--- config.mk ---
export PLATFORM = sky130hd
export DESIGN_NAME = alu_seq_flat
export DESIGN_NICKNAME = d
export VERILOG_FILES = /design/src/rtl/alu_seq_pkg.sv /design/src/rtl/alu_seq_if.sv /design/src/rtl/alu_seq_dec.sv /design/src/rtl/alu_seq.sv /design/src/flat_wrapper.sv
export SDC_FILE = /design/constraint.sdc
export NUM_CORES = 1
export LEC_CHECK = 0
export ABC_AREA = 1
export CORE_ASPECT_RATIO = 1.5
export CORE_UTILIZATION = 33
export CTS_CLUSTER_SIZE = 40
export DETAILED_ROUTE_END_ITERATION = 16
export PLACE_DENSITY = 0.76
export SYNTH_ARGS = -nofsm -noshare
export SYNTH_HDL_FRONTEND = slang
export SYNTH_SLANG_ARGS = --single-unit
--- constraint.sdc ---
create_clock -name clk_i_w -period 1.27 [get_ports clk_i_w]
set_clock_uncertainty 0.15 [all_clocks]
set_input_delay 0.127 -clock clk_i_w [delete_from_list [all_inputs] [get_ports clk_i_w]]
set_output_delay 0.127 -clock clk_i_w [all_outputs]
set_load 0.005 [all_outputs]
--- src/rtl/alu_seq_pkg.sv ---
// rtl/alu_seq_pkg.sv - shared ALU op codes, LC-3 opcodes, FSM states and decode record
package alu_seq_pkg;

  localparam logic [2:0] ALU_OP_NONE = 3'd0;
  localparam logic [2:0] ALU_OP_ADD  = 3'd1;
  localparam logic [2:0] ALU_OP_AND  = 3'd2;
  localparam logic [2:0] ALU_OP_NOT  = 3'd3;

  localparam logic [3:0] OPC_ADD = 4'b0001;
  localparam logic [3:0] OPC_AND = 4'b0101;
  localparam logic [3:0] OPC_NOT = 4'b1001;

  localparam logic [2:0] NZP_RESET = 3'b010;

  typedef enum logic [2:0] {
    ST_IDLE = 3'd0,
    ST_READ = 3'd1,
    ST_EXEC = 3'd2,
    ST_WB   = 3'd3,
    ST_ERR  = 3'd4
  } state_t;

  typedef struct packed {
    logic        legal;
    logic [2:0]  op;
    logic [2:0]  dr;
    logic [2:0]  sr1;
    logic [2:0]  sr2;
    logic        imm_flag;
    logic [15:0] imm;
  } dec_t;

  // Exactly one of {N,Z,P} is set for any result.
  function automatic logic [2:0] nzp_of(input logic [15:0] v);
    if (v[15])
      return 3'b100;
    else if (v == 16'h0000)
      return 3'b010;
    else
      return 3'b001;
  endfunction

endpackage

--- src/rtl/alu_seq_if.sv ---
// rtl/alu_seq_if.sv - instruction handshake, register file and ALU signal bundle
interface alu_seq_if;

  logic        inst_valid_i_w;
  logic        inst_ready_o_r;
  logic [15:0] inst_i_w;
  logic [2:0]  rf_raddr1_o_r;
  logic [2:0]  rf_raddr2_o_r;
  logic [15:0] rf_rdata1_i_w;
  logic [15:0] rf_rdata2_i_w;
  logic        rf_we_o_r;
  logic [2:0]  rf_waddr_o_r;
  logic [15:0] rf_wdata_o_r;
  logic        alu_en_o_r;
  logic [2:0]  alu_op_o_r;
  logic [15:0] alu_s1_o_r;
  logic [15:0] alu_s2_o_r;
  logic [15:0] alu_out_i_w;
  logic [2:0]  nzp_o_r;
  logic        done_o_r;
  logic        err_o_r;

  modport master (
    input  inst_valid_i_w, inst_i_w, rf_rdata1_i_w, rf_rdata2_i_w, alu_out_i_w,
    output inst_ready_o_r, rf_raddr1_o_r, rf_raddr2_o_r, rf_we_o_r, rf_waddr_o_r,
           rf_wdata_o_r, alu_en_o_r, alu_op_o_r, alu_s1_o_r, alu_s2_o_r,
           nzp_o_r, done_o_r, err_o_r
  );

  modport slave (
    output inst_valid_i_w, inst_i_w, rf_rdata1_i_w, rf_rdata2_i_w, alu_out_i_w,
    input  inst_ready_o_r, rf_raddr1_o_r, rf_raddr2_o_r, rf_we_o_r, rf_waddr_o_r,
           rf_wdata_o_r, alu_en_o_r, alu_op_o_r, alu_s1_o_r, alu_s2_o_r,
           nzp_o_r, done_o_r, err_o_r
  );

endinterface

--- src/rtl/alu_seq_dec.sv ---
// rtl/alu_seq_dec.sv - combinational LC-3 ALU instruction field extractor
module alu_seq_dec
  import alu_seq_pkg::*;
(
  input  logic [15:0] inst,
  output dec_t        dec
);

  always_comb begin
    dec          = '0;
    dec.dr       = inst[11:9];
    dec.sr1      = inst[8:6];
    dec.sr2      = inst[2:0];
    dec.imm_flag = inst[5];
    dec.imm      = {{11{inst[4]}}, inst[4:0]};
    case (inst[15:12])
      OPC_ADD: begin
        dec.legal = 1'b1;
        dec.op    = ALU_OP_ADD;
      end
      OPC_AND: begin
        dec.legal = 1'b1;
        dec.op    = ALU_OP_AND;
      end
      OPC_NOT: begin
        dec.legal = 1'b1;
        dec.op    = ALU_OP_NOT;
      end
      default: begin
        dec.legal = 1'b0;
        dec.op    = ALU_OP_NONE;
      end
    endcase
  end

endmodule

--- src/rtl/alu_seq.sv ---
// rtl/alu_seq.sv - execute-stage sequencer for LC-3 ADD/AND/NOT
module alu_seq
  import alu_seq_pkg::*;
(
  input  logic      clk_i_w,
  input  logic      rst_i_w,
  alu_seq_if.master bus
);

  dec_t        dec;
  state_t      state;
  logic        ready_q;
  logic [2:0]  raddr1_q;
  logic [2:0]  raddr2_q;
  logic        we_q;
  logic [2:0]  waddr_q;
  logic [15:0] wdata_q;
  logic        alu_en_q;
  logic [2:0]  alu_op_q;
  logic [2:0]  nzp_q;
  logic        done_q;
  logic        err_q;
  logic [2:0]  op_q;
  logic [2:0]  dr_q;
  logic        imm_flag_q;
  logic [15:0] imm_q;
  logic [15:0] s1;
  logic [15:0] s2;

  alu_seq_dec u_dec (
    .inst (bus.inst_i_w),
    .dec  (dec)
  );

  always_ff @(posedge clk_i_w or negedge rst_i_w) begin
    if (!rst_i_w) begin
      state      <= ST_IDLE;
      ready_q    <= 1'b1;
      raddr1_q   <= 3'd0;
      raddr2_q   <= 3'd0;
      we_q       <= 1'b0;
      waddr_q    <= 3'd0;
      wdata_q    <= 16'h0000;
      alu_en_q   <= 1'b0;
      alu_op_q   <= ALU_OP_NONE;
      nzp_q      <= NZP_RESET;
      done_q     <= 1'b0;
      err_q      <= 1'b0;
      op_q       <= ALU_OP_NONE;
      dr_q       <= 3'd0;
      imm_flag_q <= 1'b0;
      imm_q      <= 16'h0000;
    end else begin
      we_q     <= 1'b0;
      waddr_q  <= 3'd0;
      wdata_q  <= 16'h0000;
      alu_en_q <= 1'b0;
      alu_op_q <= ALU_OP_NONE;
      done_q   <= 1'b0;
      err_q    <= 1'b0;
      case (state)
        ST_IDLE: begin
          if (bus.inst_valid_i_w && ready_q) begin
            ready_q    <= 1'b0;
            op_q       <= dec.op;
            dr_q       <= dec.dr;
            imm_flag_q <= dec.imm_flag;
            imm_q      <= dec.imm;
            if (dec.legal) begin
              state    <= ST_READ;
              raddr1_q <= dec.sr1;
              raddr2_q <= dec.sr2;
            end else begin
              state <= ST_ERR;
              err_q <= 1'b1;
            end
          end
        end
        ST_READ: begin
          // Addresses stay on the bus so the register file keeps presenting data during EXEC.
          state    <= ST_EXEC;
          alu_en_q <= 1'b1;
          alu_op_q <= op_q;
        end
        ST_EXEC: begin
          state    <= ST_WB;
          raddr1_q <= 3'd0;
          raddr2_q <= 3'd0;
          we_q     <= 1'b1;
          waddr_q  <= dr_q;
          wdata_q  <= bus.alu_out_i_w;
          done_q   <= 1'b1;
        end
        ST_WB: begin
          state   <= ST_IDLE;
          ready_q <= 1'b1;
          nzp_q   <= nzp_of(wdata_q);
        end
        ST_ERR: begin
          state   <= ST_IDLE;
          ready_q <= 1'b1;
        end
        default: begin
          state   <= ST_IDLE;
          ready_q <= 1'b1;
        end
      endcase
    end
  end

  // Read data only arrives one cycle after the address, so operands follow it directly in EXEC.
  always_comb begin
    s1 = 16'h0000;
    s2 = 16'h0000;
    if (state == ST_EXEC) begin
      s1 = bus.rf_rdata1_i_w;
      if (op_q != ALU_OP_NOT)
        s2 = imm_flag_q ? imm_q : bus.rf_rdata2_i_w;
    end
  end

  assign bus.inst_ready_o_r = ready_q;
  assign bus.rf_raddr1_o_r  = raddr1_q;
  assign bus.rf_raddr2_o_r  = raddr2_q;
  assign bus.rf_we_o_r      = we_q;
  assign bus.rf_waddr_o_r   = waddr_q;
  assign bus.rf_wdata_o_r   = wdata_q;
  assign bus.alu_en_o_r     = alu_en_q;
  assign bus.alu_op_o_r     = alu_op_q;
  assign bus.alu_s1_o_r     = s1;
  assign bus.alu_s2_o_r     = s2;
  assign bus.nzp_o_r        = nzp_q;
  assign bus.done_o_r       = done_q;
  assign bus.err_o_r        = err_q;

endmodule

--- src/flat_wrapper.sv ---
// flat-port wrapper written by rule: the top's interface ports become plain ports
module alu_seq_flat import alu_seq_pkg::*;
  (clk_i_w, rst_i_w, bus_inst_valid_i_w, bus_inst_i_w, bus_rf_rdata1_i_w, bus_rf_rdata2_i_w, bus_alu_out_i_w, bus_inst_ready_o_r, bus_rf_raddr1_o_r, bus_rf_raddr2_o_r, bus_rf_we_o_r, bus_rf_waddr_o_r, bus_rf_wdata_o_r, bus_alu_en_o_r, bus_alu_op_o_r, bus_alu_s1_o_r, bus_alu_s2_o_r, bus_nzp_o_r, bus_done_o_r, bus_err_o_r);
  alu_seq_if bus_i ();
  input  logic clk_i_w;
  input  logic rst_i_w;
  input wire logic [$bits(bus_i.inst_valid_i_w)-1:0] bus_inst_valid_i_w;
  input wire logic [$bits(bus_i.inst_i_w)-1:0] bus_inst_i_w;
  input wire logic [$bits(bus_i.rf_rdata1_i_w)-1:0] bus_rf_rdata1_i_w;
  input wire logic [$bits(bus_i.rf_rdata2_i_w)-1:0] bus_rf_rdata2_i_w;
  input wire logic [$bits(bus_i.alu_out_i_w)-1:0] bus_alu_out_i_w;
  output wire logic [$bits(bus_i.inst_ready_o_r)-1:0] bus_inst_ready_o_r;
  output wire logic [$bits(bus_i.rf_raddr1_o_r)-1:0] bus_rf_raddr1_o_r;
  output wire logic [$bits(bus_i.rf_raddr2_o_r)-1:0] bus_rf_raddr2_o_r;
  output wire logic [$bits(bus_i.rf_we_o_r)-1:0] bus_rf_we_o_r;
  output wire logic [$bits(bus_i.rf_waddr_o_r)-1:0] bus_rf_waddr_o_r;
  output wire logic [$bits(bus_i.rf_wdata_o_r)-1:0] bus_rf_wdata_o_r;
  output wire logic [$bits(bus_i.alu_en_o_r)-1:0] bus_alu_en_o_r;
  output wire logic [$bits(bus_i.alu_op_o_r)-1:0] bus_alu_op_o_r;
  output wire logic [$bits(bus_i.alu_s1_o_r)-1:0] bus_alu_s1_o_r;
  output wire logic [$bits(bus_i.alu_s2_o_r)-1:0] bus_alu_s2_o_r;
  output wire logic [$bits(bus_i.nzp_o_r)-1:0] bus_nzp_o_r;
  output wire logic [$bits(bus_i.done_o_r)-1:0] bus_done_o_r;
  output wire logic [$bits(bus_i.err_o_r)-1:0] bus_err_o_r;
  assign bus_i.inst_valid_i_w = bus_inst_valid_i_w;
  assign bus_i.inst_i_w = bus_inst_i_w;
  assign bus_i.rf_rdata1_i_w = bus_rf_rdata1_i_w;
  assign bus_i.rf_rdata2_i_w = bus_rf_rdata2_i_w;
  assign bus_i.alu_out_i_w = bus_alu_out_i_w;
  assign bus_inst_ready_o_r = bus_i.inst_ready_o_r;
  assign bus_rf_raddr1_o_r = bus_i.rf_raddr1_o_r;
  assign bus_rf_raddr2_o_r = bus_i.rf_raddr2_o_r;
  assign bus_rf_we_o_r = bus_i.rf_we_o_r;
  assign bus_rf_waddr_o_r = bus_i.rf_waddr_o_r;
  assign bus_rf_wdata_o_r = bus_i.rf_wdata_o_r;
  assign bus_alu_en_o_r = bus_i.alu_en_o_r;
  assign bus_alu_op_o_r = bus_i.alu_op_o_r;
  assign bus_alu_s1_o_r = bus_i.alu_s1_o_r;
  assign bus_alu_s2_o_r = bus_i.alu_s2_o_r;
  assign bus_nzp_o_r = bus_i.nzp_o_r;
  assign bus_done_o_r = bus_i.done_o_r;
  assign bus_err_o_r = bus_i.err_o_r;
  alu_seq u_core (.clk_i_w(clk_i_w), .rst_i_w(rst_i_w), .bus(bus_i));
endmodule
==> run_results.csv <==
group,metric,value,unit
run_status,status,"finished with violations",
run_status,violations,"negative setup slack",
worst_setup_path,critical_path_arrival,1.54,ns
pwr,leakagePower,2.42,nW
timing,setup_viol,75,
final_layout,diodes,0,
clocking,clk_pin_slew,0.10,ns
pwr,switching_share,38.9,%
run,drv_cap,0,
drt,vias,2528,
drt,routedWlPerCell,14.8,um
drt,first_pass_iters,4,
final_layout,final_core_util,72.0,%
final_layout,final_cells,550,
global_routing,grt_max_degree,49,
worst_setup_path,required,0.99,ns
global_routing,antenna_found_initial,0,
placed_design,gp_congestion,0.721,
placed_design,dpl_worst_slack,-0.490,ns
die,die-height,102,um
timing,min_period,1.81,ns
logic_synthesis,syn-num-nets,351,
timing,finalMaxSlewViolations,0,
die,fp.dieArea,0.00699,mm2
pwr,pwr-share-comb,62.9,%
timing,period_share,143,%
worst_setup_path,max_stage_delay,0.43,ns
timing,rsz0062_at_grt,"yes",
logic_synthesis,synth_area,0.00220,mm2
drt,postRouteAntennaNets,0,
drt,routed_wirelength,8140,um
clocking,cts_made_buffers,5,
global_routing,first_global_vias,2429,
drt,drc,0,
clocking,clk_path_buf_depth,2,
placed_design,numPortBuffers,133,
drt,vias_per_cell,4.60,
logic_synthesis,ys_seq_area_share,54.8,%
pwr,ir_drop,0.00122,V
worst_setup_path,crit_slowest_cell,"dfrtp_1",
die,core,0.00649,mm2
die,start_util,33.9,%
clocking,cts_tree,"yes",
timing,setup_slack,-0.543,ns
final_layout,drive_above_1_share,40.7,%
placed_design,place_inst,506,
die,core.rowCount,36,
logic_synthesis,netlist_instances,284,
pwr,clockPowerShare,12.1,%
logic_synthesis,yosys_register_bits,48,
drt,drt_iter0_drc,79,
worst_setup_path,r2r_cells,10,
timing,hold_violations,0,
die,fp.dieW,68.6,um
final_layout,final_nets,540,
worst_setup_path,startpoint_type,"flop",
timing,timing.hold.ws,0.170,ns
worst_setup_path,timing.rr.start,"u_core.state[2]",
worst_setup_path,end_kind,"output port",
pwr,p_int,0.00556,W
clocking,cts-root-buf,"clkbuf_8",
pwr,p_sw,0.00353,W
min_path,hp-class,"in -> async",
pwr,power.share.sequential,25.0,%
final_layout,n_fill_cell,461,
timing,max_freq,551,MHz
worst_setup_path,cp_cell_sequence,"nor2_4 > nand2_4 > inv_6 > o21ai_4 > buf_6 > a21oi_2 > buf_2",
logic_synthesis,syn_avg_cell_area,7.74,um2
global_routing,grt_overflow,0,
logic_synthesis,ys_warn_count,0,
worst_setup_path,cp_max_fo,5,
final_layout,area.growth.synth_to_final,112,%
worst_setup_path,path_class,"reg -> out",
worst_setup_path,regToRegEndpoint,"u_core.imm_q[2]",
global_routing,grt_pass1_wl,10800,um
worst_setup_path,ff2ff_setup_slack,-0.47,ns
clocking,cts.sinks,48,
pwr,cellPowerDensity,1950,mW/mm2
clocking,clk_latency,0.30,ns
logic_synthesis,ys_types,18,
die,ios,135,
global_routing,grt_usage,21.1,%
clocking,htreeDepth,2,
placed_design,place_hpwl,4750,um
## synth_stat cells, drive strengths merged
library cell | n | area [um2]
buf | 10 | 67.6
nor2 | 69 | 274
clkinv | 1 | 3.75
dfstp | 2 | 52.6
a21oi | 18 | 90.1
nand3 | 18 | 90.1
conb | 1 | 3.75
nand2 | 60 | 230
dfrtp | 46 | 1150
clkbuf | 1 | 3.75
o21ai | 7 | 38.8
inv | 51 | 191
## layer usage
| layer | vias up | global-route usage (%) | part of all wire (%) |
|---|---|---|---|
| li1 | 1225 | - | - |
| met1 | 1189 | 21.0 | 34 |
| met2 | 99 | 41.7 | 57 |
| met3 | 15 | 4.58 | 7.2 |
| met4 | 0 | 5.45 | 2.0 |
| met5 | - | 0 | 0 |
## layout make-up
type | instances | area, um2 | share of cell area, %
tap | 76 | 95.1 | 2.04
clock inverter | 2 | 35.0 | 0.750
sequential | 48 | 1200 | 25.8
clock buffer | 6 | 72.6 | 1.55
multi-input combinational | 174 | 1200 | 25.8
timing repair buffer | 192 | 1850 | 39.7
inverter | 52 | 205 | 4.40
## flip-flops by register name (all words and copies together) (netlist names), 2 cells and up
signal,cells
u_core.bus.alu_op_o_r,2
u_core.bus.nzp_o_r,3
u_core.bus.rf_raddr1_o_r,3
u_core.bus.rf_raddr2_o_r,3
u_core.bus.rf_waddr_o_r,3
u_core.bus.rf_wdata_o_r,16
u_core.dr_q,3
u_core.imm_q,5
u_core.op_q,2
u_core.state,3
## per-stage QoR
stage	setup TNS [ns]	cell area, um2	total power [W]
final	-29.02	4670	0.00909
after global routing	-33.17	4670	0.00965
after CTS	-24.03	4350	0.00846
after detailed placement	-18.80	3800	0.00596
after global placement	-16.93	3800	0.00586
after floorplan	-0.254	2230	0.00387
## kinds of logic after synthesis
logic type | Yosys count | share of synthesized area, %
buffers and inverters | 63 | 12.1
and+or+nand+nor | 147 | 27.1
DFF | 48 | 54.8
AOI/OAI and AO/OA | 25 | 5.87
other | 1 | 0.171
## worst max-delay path by stage
stage                              end  slack (ns)       startpoint  cells after the start
global route         bus_alu_s2_o_r[1]       -0.63  u_core.state[2]                      7
detailed placement   bus_alu_s2_o_r[3]       -0.49  u_core.state[2]                      6
finish               bus_alu_s2_o_r[3]       -0.54  u_core.state[2]                      7
global placement     bus_alu_s2_o_r[0]       -0.45  u_core.state[2]                      6
CTS                  bus_alu_s2_o_r[3]       -0.52  u_core.state[0]                      7
floorplan           bus_alu_s2_o_r[10]       -0.02  u_core.state[0]                      6
## placed cells by master, fill, tap and decap left out, drive strengths merged, types with 6 or more instances in the layout
master and count:
nand2 60, nand3 18, o21ai 8, dlygate4sd2 24
dfrtp 46, clkbuf 6, inv 51, clkdlybuf4s15 9
clkdlybuf4s50 65, buf 93, a21oi 18, nor2 69
## timing repair
item | in CTS | in global routing
setup endpoints to repair | 110 | 83
setup buffers | 23 | 11
resized for setup | 247 | 85
pin swaps | 12 | 20
cloned | 7 | 0
endpoints found under the hold margin | 48 | 0
hold buffers | 1 | 0
## critical path: cells and delay by family, from the launching register on
kind / cells / cell delay, ns
flops: 1 / 0.43
buf+inv: 3 / 0.36
simple gates: 2 / 0.26
compound gates: 2 / 0.18
## power groups by stage
stage	Clock [W]	Sequential [W]	Combinational (W)
floorplan	0	0.00231	0.00155
global placement	0	0.00228	0.00358
detailed placement	0	0.00231	0.00366
CTS	0.00113	0.00226	0.00507
global route	0.00118	0.00234	0.00613
finish	0.00110	0.00227	0.00572
No activity file was read; power rests on OpenSTA's default activity.
